<file path="src/rtl/sw_result_collector_pkg.sv">
// Shared widths and record layout for the Smith-Waterman result collector.
// The record is the unit stored in the FIFO and shown at the host port.
package sw_result_collector_pkg;

  localparam int CALC_BIT = 16;
  localparam int POS_BIT  = 10;
  localparam int HIT_BIT  = 10;
  localparam int QID_BIT  = 8;

  typedef struct packed {
    logic [QID_BIT-1:0]  qid;
    logic [CALC_BIT-1:0] best;
    logic [POS_BIT-1:0]  pos;
    logic [HIT_BIT-1:0]  hits;
  } rec_t;

  localparam int REC_W = $bits(rec_t);

  function automatic int rec_width(
    input int qb, input int cb,
    input int pb, input int hb
  );
    return qb + cb + pb + hb;
  endfunction

endpackage

</file>
<file path="src/rtl/sw_result_collector_fifo.sv">
// Small synchronous record FIFO with full/empty flags and sync clear.
// A push while full is taken only when a pop happens in the same cycle.
module sw_rec_fifo #(
  parameter int DEPTH = 4,
  parameter int WIDTH = 8
) (
  input  logic             clk,
  input  logic             rst_n,
  input  logic             clear_i,
  input  logic             push_i,
  input  logic [WIDTH-1:0] data_i,
  input  logic             pop_i,
  output logic [WIDTH-1:0] data_o,
  output logic             full_o,
  output logic             empty_o
);

  localparam int AW = $clog2(DEPTH);

  logic [WIDTH-1:0] mem [DEPTH];
  logic [AW:0]      wptr;
  logic [AW:0]      rptr;
  logic             rd;
  logic             wr;

  assign empty_o = (wptr == rptr);
  assign full_o  = (wptr[AW] != rptr[AW]) &&
                   (wptr[AW-1:0] == rptr[AW-1:0]);
  assign rd      = pop_i & ~empty_o;
  assign wr      = push_i & (~full_o | rd);
  assign data_o  = mem[rptr[AW-1:0]];

  always_ff @(posedge clk or negedge rst_n) begin
    if (!rst_n) begin
      wptr <= '0;
      rptr <= '0;
    end else if (clear_i) begin
      wptr <= '0;
      rptr <= '0;
    end else begin
      if (wr) wptr <= wptr + 1'b1;
      if (rd) rptr <= rptr + 1'b1;
    end
  end

  // Storage carries no reset; validity comes from the pointers.
  always_ff @(posedge clk) begin
    if (wr && !clear_i) mem[wptr[AW-1:0]] <= data_i;
  end

endmodule

</file>
<file path="src/rtl/sw_result_collector.sv">
// Reduces each query's score stream to one summary record and queues it
// for the host behind a valid/ready port.
module sw_result_collector
  import sw_result_collector_pkg::*;
#(
  parameter int CALC_BIT = sw_result_collector_pkg::CALC_BIT,
  parameter int POS_BIT  = sw_result_collector_pkg::POS_BIT,
  parameter int HIT_BIT  = sw_result_collector_pkg::HIT_BIT,
  parameter int QID_BIT  = sw_result_collector_pkg::QID_BIT,
  parameter int DEPTH    = 4
) (
  input  logic                clk,
  input  logic                rst_n,
  input  logic                clear_i,
  input  logic [CALC_BIT-1:0] threshold_i,
  input  logic [CALC_BIT-1:0] score_i,
  input  logic                valid_i,
  input  logic                change_q_i,
  output logic                rec_valid_o,
  input  logic                rec_ready_i,
  output logic [QID_BIT-1:0]  rec_qid_o,
  output logic [CALC_BIT-1:0] rec_best_o,
  output logic [POS_BIT-1:0]  rec_pos_o,
  output logic [HIT_BIT-1:0]  rec_hits_o,
  output logic                overflow_o,
  output logic                busy_o
);

  localparam int W = rec_width(QID_BIT, CALC_BIT, POS_BIT, HIT_BIT);
  localparam logic [POS_BIT-1:0] POS_MAX = '1;
  localparam logic [HIT_BIT-1:0] HIT_MAX = '1;

  typedef struct packed {
    logic [QID_BIT-1:0]  qid;
    logic [CALC_BIT-1:0] best;
    logic [POS_BIT-1:0]  pos;
    logic [HIT_BIT-1:0]  hits;
  } crec_t;

  logic [CALC_BIT-1:0] best_r, best_n;
  logic [POS_BIT-1:0]  pos_r, pos_n;
  logic [POS_BIT-1:0]  cnt_r, cnt_n;
  logic [HIT_BIT-1:0]  hits_r, hits_n;
  logic [QID_BIT-1:0]  qid_r, qid_n;
  logic                open_r, open_n;
  logic                ovf_r;
  logic                push;
  logic                pop;
  logic                drop;
  logic                full;
  logic                empty;
  crec_t               rec_in;
  crec_t               head;
  logic [W-1:0]        head_raw;

  // Close uses the accumulators as already updated by a same-cycle score.
  always_comb begin
    best_n = best_r;
    pos_n  = pos_r;
    hits_n = hits_r;
    cnt_n  = cnt_r;
    open_n = open_r;
    qid_n  = qid_r;
    push   = 1'b0;
    rec_in = '0;
    if (valid_i) begin
      if (score_i > best_r) begin
        best_n = score_i;
        pos_n  = cnt_r;
      end
      if (score_i >= threshold_i && hits_r != HIT_MAX)
        hits_n = hits_r + 1'b1;
      if (cnt_r != POS_MAX)
        cnt_n = cnt_r + 1'b1;
      open_n = 1'b1;
    end
    if (change_q_i) begin
      push   = 1'b1;
      rec_in = '{qid: qid_r, best: best_n,
                 pos: pos_n, hits: hits_n};
      best_n = '0;
      pos_n  = '0;
      hits_n = '0;
      cnt_n  = '0;
      open_n = 1'b0;
      qid_n  = qid_r + 1'b1;
    end
  end

  assign pop  = rec_ready_i & ~empty;
  assign drop = push & full & ~pop;

  always_ff @(posedge clk or negedge rst_n) begin
    if (!rst_n) begin
      best_r <= '0;
      pos_r  <= '0;
      hits_r <= '0;
      cnt_r  <= '0;
      open_r <= 1'b0;
      qid_r  <= '0;
      ovf_r  <= 1'b0;
    end else if (clear_i) begin
      best_r <= '0;
      pos_r  <= '0;
      hits_r <= '0;
      cnt_r  <= '0;
      open_r <= 1'b0;
      qid_r  <= '0;
      ovf_r  <= 1'b0;
    end else begin
      best_r <= best_n;
      pos_r  <= pos_n;
      hits_r <= hits_n;
      cnt_r  <= cnt_n;
      open_r <= open_n;
      qid_r  <= qid_n;
      ovf_r  <= ovf_r | drop;
    end
  end

  sw_rec_fifo #(
    .DEPTH (DEPTH),
    .WIDTH (W)
  ) u_fifo (
    .clk     (clk),
    .rst_n   (rst_n),
    .clear_i (clear_i),
    .push_i  (push),
    .data_i  (rec_in),
    .pop_i   (pop),
    .data_o  (head_raw),
    .full_o  (full),
    .empty_o (empty)
  );

  // Head fields read as zero when nothing is queued.
  assign head        = empty ? '0 : crec_t'(head_raw);
  assign rec_valid_o = ~empty;
  assign rec_qid_o   = head.qid;
  assign rec_best_o  = head.best;
  assign rec_pos_o   = head.pos;
  assign rec_hits_o  = head.hits;
  assign overflow_o  = ovf_r;
  assign busy_o      = open_r | ~empty;

endmodule
</file>
<file path="config.mk">
export PLATFORM = sky130hd
export DESIGN_NAME = sw_result_collector
export DESIGN_NICKNAME = d
export VERILOG_FILES = /design/src/rtl/sw_result_collector_pkg.sv /design/src/rtl/sw_result_collector_fifo.sv /design/src/rtl/sw_result_collector.sv
export SDC_FILE = /design/constraint.sdc
export NUM_CORES = 1
export LEC_CHECK = 0
export ABC_AREA = 1
export CAP_MARGIN = 20
export CORE_AREA = 2 2 182 184
export CTS_CLUSTER_DIAMETER = 100
export DETAILED_ROUTE_END_ITERATION = 10
export DIE_AREA = 0 0 184 186
export SYNTH_ARGS = -nofsm -noshare
export SYNTH_HDL_FRONTEND = slang
export SYNTH_SLANG_ARGS = --single-unit
</file>
<file path="constraint.sdc">
create_clock -name clk -period 4.5 [get_ports clk]
set_input_delay 0.9 -clock clk [delete_from_list [all_inputs] [get_ports clk]]
set_output_delay 0.9 -clock clk [all_outputs]
set_load 0.05 [all_outputs]
</file>
# Word-level counts from Yosys, hierarchy flattened

Memories as Yosys holds them, arrays and structs flattened.
Cells that the tools add are included.

Add/sub/neg operators: 5
Bitwise gates (word level): 11
Reduce and logical (&&, ||, !) cells: 10
Eq/ne operators: 5
Divide/modulo/power cells: 0
Shift-type cells: 0
Multipliers: 0
$lt $le $gt $ge: 2
Muxes and demuxes: 31

Operator list:

| cell                                          | number |
|---|---|
| 2-to-1 mux 10 bit                             | 12 |
| 2-to-1 mux 44 bit                             | 2 |
| 2-to-1 mux 16 bit                             | 4 |
| adder 10 x 1 -> 10 bit, second input constant | 2 |
| != test 10 bit, second input constant         | 2 |
| greater-or-equal comparator 16 bit            | 1 |
| > comparator 16 bit                           | 1 |
| 2-to-1 mux 8 bit                              | 2 |
| 2-to-1 mux 3 bit                              | 4 |
| adder 8 x 1 -> 8 bit, second input constant   | 1 |
| 2-to-1 mux 1 bit                              | 7 |
| adder 3 x 1 -> 3 bit, second input constant   | 2 |
| nonzero test 2 bit                            | 3 |
| nonzero test 3 bit                            | 2 |
| AND 1 bit                                     | 5 |
| == test 3 bit                                 | 1 |
| logical AND 1 bit                             | 3 |
| NOT 1 bit                                     | 3 |
| OR 1 bit                                      | 3 |
| == test 2 bit                                 | 1 |
| AND reduction 2 bit                           | 1 |
| zero test 1 bit                               | 1 |
| != test 1 bit                                 | 1 |

Register bits after elaboration: 62
RAM bits: 176
Output and inout port bits: 47
Logic and storage cells: 74
Bits in read-only memories: 0
Latch bits: 0
Input bits: 38
Memories kept: 1

Memory list:

| name       | depth | width | read ports | clocked after Yosys merged registers in | wr ports | RTL line                       | source |
|---|---|---|---|---|---|---|---|
| u_fifo.mem | 4     | 44    | 1          | 0                                       | 1        | sw_result_collector_fifo.sv:20 | `logic [WIDTH-1:0] mem [DEPTH];` |

# Longest topological paths before layout

Gate-level depths: netlist of run 1.

Depth after elaboration: 9
Mapped depth: 15
Mapped depth without buffers: 15

# Hierarchy

Synthesis of run 1 repeated with hierarchy kept, for this count alone.

Cells, all modules: 1141
Area total of the unflattened synthesis: 11533.6 um^2

By module, submodules not included:

| module              | area an instance (um^2) | cells an instance | instances |
|---|---|---|---|
| sw_rec_fifo         | 7018.0                  | 488               | 1 |
| sw_result_collector | 4515.6                  | 653               | 1 |

# Worst setup path before layout of run 1

Ideal clock, no wire load.

Path kind: input port to flip-flop
Start: input port rec_ready_i
End: memory u_fifo.mem[0][0] in the netlist's numbering (enable)
Setup slack: 0.870 ns
Stages on the path: 6
Data arrival time: 3.184 ns
Path buffers: 0
Required time: 4.055 ns
Cell sequence: nor2_1 > nand2_1 > nand2_1 > nor2_1 > inv_1 > nor2_1

Cells in the longest elaborated chain, start to end: 7

RTL lines:

| what                                   | RTL line                       | source |
|---|---|---|
| start, declared                        | sw_result_collector.sv:20      | `input logic rec_ready_i,` |
| AND 1 bit                              | sw_result_collector.sv:90      | `assign pop = rec_ready_i & ~empty;` |
| AND 1 bit                              | sw_result_collector_fifo.sv:29 | `assign rd = pop_i & ~empty_o;` |
| OR 1 bit                               | sw_result_collector_fifo.sv:30 | `assign wr = push_i & (~full_o \| rd);` |
| AND 1 bit                              | sw_result_collector_fifo.sv:30 |  |
| logical AND 1 bit                      | sw_result_collector_fifo.sv:48 | `if (wr && !clear_i) mem[wptr[AW-1:0]] <= data_i;` |
| 2-to-1 mux 1 bit                       | sw_result_collector_fifo.sv:48 |  |
| 2-to-1 mux 1 bit (implied by the code) | sw_result_collector_fifo.sv:48 |  |
| end, declared                          | sw_result_collector_fifo.sv:20 |  |

Every way passes these cells.

# Worst setup path after layout of run 1

Start: register u_fifo.rptr[0]
End: output port rec_pos_o[4]

Cells in the longest elaborated chain, start to end: 2
Elaborated cells on any way between the ends: 3

RTL lines:

| what                                                        | RTL line                       | source |
|---|---|---|
| start, declared                                             | sw_result_collector_fifo.sv:22 | `logic [AW:0] rptr;` |
| start signal, assigned                                      | sw_result_collector_fifo.sv:42 | `if (rd) rptr <= rptr + 1'b1;` |
| memory (4 x 44 bit) / == test 3 bit (equally long branches) | --                             |  |
| 2-to-1 mux 44 bit (*)                                       | sw_result_collector.sv:137     | `assign head = empty ? '0 : crec_t'(head_raw);` |
| end, declared                                               | sw_result_collector.sv:23      | `output logic [POS_BIT-1:0] rec_pos_o,` |

Mark *: on every way between the ends. The rest lies on a longest branch, timed or not.

==> results of run 1 <==
[cells in the mapped netlist (14+ instances only)]
| cell type | count |
|---|---|
| nor2_1 | 227 |
| nand2_1 | 182 |
| edfxtp_1 | 176 |
| inv_1 | 144 |
| dfrtp_1 | 62 |
| o21ai_0 | 62 |
| o32ai_1 | 44 |
| ha_1 | 40 |
| a21oi_1 | 39 |
| nand3_1 | 33 |
| clkbuf_1 | 29 |
| nand3b_1 | 16 |
| buf_2 | 15 |
| nand4_1 | 14 |
[metal layers]
metal,routed length (um),up-vias,share of wire [%]
li1,-,3907,-
met1,11300,3831,45
met2,12700,119,50
met3,851,32,3.4
met4,329,0,1.3
met5,0,-,0
[per-stage QoR]
stage / hold slack (ns) / area (um^2) / instances / setup WS, ns / total power (uW)
final: 0.495 / 13100 / 1626 / 0.651 / 5650
after global placement: 0.475 / 12300 / 1580 / 1.03 / 3680
after CTS: 0.498 / 13100 / 1626 / 0.584 / 5720
after detailed placement: 0.486 / 12300 / 1580 / 1.02 / 3690
after global routing: 0.513 / 13100 / 1626 / 0.354 / 5910
after floorplan: 0.454 / 11100 / 1122 / 0.870 / 3310
[flip-flops by register name, indices dropped and copies added, names as in the netlist]
register,cells
pos_r,10
u_fifo.rptr,3
qid_r,8
u_fifo.mem,176
open_r,1
best_r,16
overflow_o,1
u_fifo.wptr,3
hits_r,10
cnt_r,10
[cell type report]
cell class	count	area (um^2)	area share [%]
Sequential cell	238	6840	52.0
Clock inverter	14	131	1.00
Tap cell	408	510	3.88
Multi-Input combinational cell	683	3530	26.9
Inverter	150	566	4.30
Timing Repair Buffer	101	878	6.68
Clock buffer	32	682	5.19
[kinds of logic after synthesis]
family	count (synthesis)	share of synthesized area, %
and+or+nand+nor	488	18.1
DFF	238	61.4
buffers and inverters	201	7.17
AOI/OAI and AO/OA	150	8.50
adders and majority gates	40	4.49
xor gates and xnor gates	5	0.393
[power breakdown]
part	leakage (uW)	switching [uW]	total, uW	internal [uW]
Combinational	0.00264	835	1170	336
Sequential	0.00249	32.8	2460	2430
Clock	0.000403	833	2020	1190
Total	0.00554	1700	5650	3950
[worst min-delay path by stage]
stage                    from  cells after the start             end
5_1_grt        u_fifo.rptr[2]                      1  u_fifo.rptr[2]
6_report       u_fifo.rptr[2]                      1  u_fifo.rptr[2]
3_5_place_dp   u_fifo.rptr[2]                      1  u_fifo.rptr[2]
4_1_cts        u_fifo.rptr[2]                      1  u_fifo.rptr[2]
2_1_floorplan  u_fifo.rptr[2]                      1  u_fifo.rptr[2]
3_3_place_gp   u_fifo.rptr[2]                      1  u_fifo.rptr[2]
[worst reg2reg max path, delay by kind of cell (launching register included)]
| family | cells | cell delay [ns] |
|---|---|---|
| DFF | 1 | 0.83 |
| buffers and inverters | 3 | 0.54 |
| AOI/OAI and AO/OA | 1 | 0.11 |
| and+or+nand+nor | 5 | 1.10 |
==> metrics.md, run 1 <==
| Metric | Value |
|---|---|
| Slew Limit Fails | 0 |
| Met2 usage in global routing | between 20% and 30% |
| Post-layout min period | 3.85 ns |
| Die area | around 34,000 um^2 |
| Via/cell ratio | 4.85 |
| GR Layer Usage met3 | 2.02% |
| Detailed Route WL | between 20 and 30 mm |
| Max cap viols | 0 |
| Starting DRT DRC Count | 473 |
| Cells after Synth | approximately 1,100 |
| Num CTS Buffers | 25 |
| Post-synth top flop | edfxtp_1 |
| IO buf count | 84 |
| Hold Crit Class | flip-flop to flip-flop |
| Tcrit/Tclk final | between 80% and 90% |
| Vias in the first global route | 7,692 |
| Postcts setup bufs | 0 |
| Cts hold-fix bufs | 0 |
| Post-synthesis sequential area ratio | 61.4% |
| Layout cells sized above 1 | 10.0% |
| Core Util, Final | slightly above 40% |
| Gpl congestion | ~0.78 |
| Final number of setup-violating endpoints | 0 |
| CTS max path bufs | 3 |
| Core footprint | 32,200 um^2 |
| N_diodes | 0 |
| I/O Pins | 85 |
| Crit-path cells | inv_4 > buf_4 > nor2_1 > o32ai_1 > nand2_1 > inv_1 > buf_4 |
| GR Util met1 | around a fifth |
| Layout area overhead | 18.0% |
| Crit-path most repeated cell | buf_4 |
| Reg2reg path depth | 9 |
| Commonest non-fill, non-tap cell in the layout | nor2_1 |
| Total clock sinks | roughly 240 |
| Kind of critical path | flip-flop to output port |
| Reg-to-Reg Start | u_fifo.rptr[0] |
| Reg2reg setup slack | 1.60 ns |
| Slew headroom | a little over a third |
| Die width | around 180 um |
| Worst-skew pair later-pin latency | roughly 0.52 ns |
| Starting density of the core | roughly 35% |
| Status | complete, no violations |
| Row cnt | 66 |
| CP Max Fanout | 90 |
| Worst setup path start | u_fifo.rptr[0] |
| Number of remaining DRC errors | 0 |
| Detailed-router iteration count before antenna repair | 4 |
| GRT Total Usage | ~15% |
| Leakage | about 0.0055 uW |
| Critical path data required time | ~3.6 ns |
| Max IR drop VDD | about 0.23 mV |
| H-tree levels | 1 |
| Detailed-route via count | ~7,900 |
| Achievable Freq | about 260 MHz |
| CP endpoint kind | output port |
| Layout Skew | 0.0163 ns |
| Netlist cell types | 32 |
| Syn nets | around 1,200 |
| Cts repair resizes | 0 |
| CP max stage delay | between 0.7 and 0.8 ns |
| Nets | 1,277 |
| Clock transition at path regs | 0.06 ns |
| Worst setup path end | rec_pos_o[4] |
| Fillers | between 3,000 and 4,000 |
| Syn. warnings | 0 |
| Synth Cell Area | 11,100 um^2 |
| Clock root buffer | clkbuf_16 |
| DIE HEIGHT | ~190 um |
| Slew @ Worst Pin | ~0.96 ns |
| Gr busiest metal | met2 |
| Top-area cell type share of the netlist area | between 40% and 50% |
| Synth area leader | edfxtp_1 |
| First-pass GRT wire length | 40.1 mm |
| Data arrival time of the worst path | 2.95 ns |
| CTS tree | done |
| Post-DRT Antenna Nets | 0 |
| GRT overflow | 0 |
| Setup crit start kind | flip-flop |
| Most frequent cells in the layout | 223 x nor2_1, 181 x nand2_1, 176 x edfxtp_1, 144 x inv_1, 62 x o21ai_0 |
| Reg2reg end | u_fifo.mem[2][37] |
| Average size of a mapped cell | slightly below 10 um^2 |
| Ys async rst share | approximately a quarter |
| Slowest CP cell | buf_4 |
| Number of synthesized flops with an enable pin | between 150 and 200 |
| WL per Instance | 15.5 um |
| Hold Fails Final Rpt | 0 |
| Synth area leaders | edfxtp_1 47%, dfrtp_1 14%, nor2_1 7.7% |
| FF+latch count, synth | 238 |
| Initial antenna violation count | 0 |
| Final setup TNS | 0 ns |
| Power per Cell Area | roughly 430 nW/um^2 |
| CP bufs+invs | 4 |
| DP Wirelength | between 15 and 20 mm |
| WP depth | 7 |
| Delay-heaviest family, CP | buffers and inverters |
| RSZ-0062 raised after global routing | no |
| Pin count of the biggest net entering global routing | a little over 90 |
(Power assumes the default switching activity.)
==> inputs of run 2 (changes only) <==
Settings changed: CORE_AREA 2 2 182 184 to 2 2 141 143, DIE_AREA 0 0 184 186 to 0 0 143 145, PLACE_DENSITY set to 0.79.
==> metrics.md, run 2 (synthesis results as in run 1) <==
| Metric | Value |
|---|---|
| First-pass GRT wire length | 38.4 mm (was 40.1 mm) |
| Clock root buffer | clkbuf_16 (unchanged) |
| Critical path data required time | 3.60 ns (about the same) |
| Starting density of the core | 58.0% (was 34.6%) |
| Worst setup margin | 0.690 ns (was 0.651 ns) |
| IO buf count | 84 (unchanged) |
| Fin cells | 1,480 (was 1,626) |
| Hold Crit Class | input pin to async pin (was flip-flop to flip-flop) |
| Cts repair resizes | 0 (unchanged) |
| Detailed Route WL | 23.9 mm (was 25.1 mm) |
| Status | complete, no violations (unchanged) |
| Kind of critical path | flip-flop to output port (unchanged) |
| Commonest non-fill, non-tap cell in the layout | nor2_1 (unchanged) |
| GRT overflow | 0 (unchanged) |
| Postcts setup bufs | 0 (unchanged) |
| DP Wirelength | 14.8 mm (was 16.0 mm) |
| N_diodes | 0 (unchanged) |
| Max reg flops | 176 (unchanged) |
| CTS max path bufs | 3 (unchanged) |
| Comb power frac | 20.8% (was 20.7%) |
| Slew @ Worst Pin | 0.830 ns (was 0.959 ns) |
| Post-DRT Antenna Nets | 0 (unchanged) |
| Layout cells sized above 1 | 9.88% (was 10.0%) |
| Multi-input logic area | 3530 um^2 (unchanged) |
| Starting DRT DRC Count | 634 (was 473) |
| Worst-skew pair later-pin latency | 0.51 ns (was 0.52 ns) |
| Fillers | 1,423 (was 3,086) |
| Layout area overhead | 16.2% (was 18.0%) |
| GRT Total Usage | 23.2% (was 14.9%) |
| Die width | 143 um (was 184 um) |
| H-tree levels | 1 (unchanged) |
| Storage element area | 6840 um^2 (unchanged) |
| Seq pwr share | 43.8% (was 43.5%) |
| Reg2reg end | u_fifo.mem[2][22] (was u_fifo.mem[2][37]) |
| CTS tree | done (unchanged) |
| Setup crit start kind | flip-flop (unchanged) |
| I/O Pins | 85 (unchanged) |
| Via/cell ratio | 5.48 (was 4.85) |
| Leakage | 0.00552 uW (was 0.00554 uW) |
| Clock transition at path regs | 0.06 ns (about the same) |
| Max IR drop VDD | 0.318 mV (was 0.226 mV) |
| CP Max Fanout | 54 (was 90) |
| WL per Instance | 16.1 um (was 15.5 um) |
| Number of remaining DRC errors | 0 (unchanged) |
| Total clock sinks | 238 (unchanged) |
| Gpl congestion | 0.803 (was 0.776) |
| Final number of setup-violating endpoints | 0 (unchanged) |
| Core Util, Final | 67.4% (was 40.8%) |
| Cts hold-fix bufs | 0 (unchanged) |
| Final setup TNS | 0 ns (unchanged) |
| Max cap viols | 0 (unchanged) |
| Post-layout min period | 3.81 ns (was 3.85 ns) |
| Reg2reg setup slack | 1.54 ns (was 1.60 ns) |
| Die area | 20,700 um^2 (was 34,200 um^2) |
| Tcrit/Tclk final | 84.7% (was 85.5%) |
| Most frequent cells in the layout | 223 x nor2_1, 181 x nand2_1, 176 x edfxtp_1, 144 x inv_1, 62 x o21ai_0 (unchanged) |
| Power per Cell Area | 433 nW/um^2 (was 430 nW/um^2) |
| Vias in the first global route | 7,739 (was 7,692) |
| Core footprint | 19,200 um^2 (was 32,200 um^2) |
| Reg-to-Reg Start | u_fifo.rptr[0] (unchanged) |
| Detailed-router iteration count before antenna repair | 5 (was 4) |
| Reg2reg path depth | 9 (unchanged) |
| Setup WS pre-CTS | 1.02 ns (about the same) |
| Row cnt | 51 (was 66) |
| Pint | 3930 uW (was 3950 uW) |
| Pin count of the biggest net entering global routing | 71 (was 91) |
| Data arrival time of the worst path | 2.91 ns (was 2.95 ns) |
| Pwr Total | 5610 uW (was 5650 uW) |
| Switch share | 29.9% (was 30.1%) |
| Slew headroom | 44.6% (was 36.1%) |
| Achievable Freq | 262 MHz (was 260 MHz) |
| NetSw | 1680 uW (was 1700 uW) |
| Hold Fails Final Rpt | 0 (unchanged) |
| Placed Cells | 1,436 (was 1,580) |
| RSZ-0062 raised after global routing | no (unchanged) |
| Layout Skew | 0.0110 ns (was 0.0163 ns) |
| Nets | 1,275 (was 1,277) |
| DIE HEIGHT | 145 um (was 186 um) |
| CP endpoint kind | output port (unchanged) |
| Initial antenna violation count | 0 (unchanged) |
| Num CTS Buffers | 24 (was 25) |
| Clock share of power | 35.4% (was 35.8%) |
| Detailed-route via count | 8,115 (was 7,889) |
| Slew Limit Fails | 0 (unchanged) |
## run 2: cell count changes in the layout (fill, tap and decap cells not counted), sizes merged
cell and change:
clkbuf -3, clkinvlp +2, inv -2, buf -1
clkinv +1
## run 2: final cells by class
class	instances	share of cell area, %
clock buffers	29	5.18
clock inverters	15	0.986
inverters	150	4.37
multi-input cells	683	27.3
flip-flops and latches	238	52.9
well taps	265	2.56
repair buffers	100	6.73
## run 2: how the worst max path moves through the flow
stage	to	slack, ns	startpoint
floorplan	u_fifo.mem[0][0]	0.87	rec_ready_i
global placement	u_fifo.mem[0][15]	1.07	score_i[13]
detailed placement	u_fifo.mem[0][26]	1.02	score_i[13]
CTS	rec_pos_o[0]	0.70	u_fifo.rptr[0]
global route	rec_pos_o[0]	0.55	u_fifo.rptr[0]
finish	rec_pos_o[0]	0.69	u_fifo.rptr[0]
## run 2: layer usage
| layer | global-route usage [%] | routed length (um) | up-vias |
|---|---|---|---|
| li1 | - | - | 3897 |
| met1 | 32.1 | 9900 | 3875 |
| met2 | 38.3 | 11700 | 293 |
| met3 | 3.00 | 1570 | 50 |
| met4 | 7.52 | 690 | 0 |
| met5 | 0 | 0 | - |
## run 2: power groups by stage
stage | Combinational (uW) | Sequential [uW] | Clock, uW
after floorplan | 821 | 2490 | 0
after global placement | 1150 | 2500 | 0
after detailed placement | 1160 | 2500 | 0
after CTS | 1170 | 2460 | 2010
after global routing | 1260 | 2460 | 2090
final | 1160 | 2460 | 1980
## run 2: critical path, cell delays in order, from the launching register on
cell	delay, ns
dfrtp_2	0.59
inv_4	0.40
buf_4	0.57
nor2_1	0.08
o32ai_1	0.38
nand2_1	0.10
inv_1	0.07
buf_4	0.19
## run 2: per-stage QoR
| stage | instance area, um^2 | hold WS, ns |
|---|---|---|
| after floorplan | 11100 | 0.454 |
| after global placement | 12100 | 0.476 |
| after detailed placement | 12100 | 0.487 |
| after CTS | 12900 | 0.466 |
| after global routing | 12900 | 0.503 |
| final | 12900 | 0.444 |
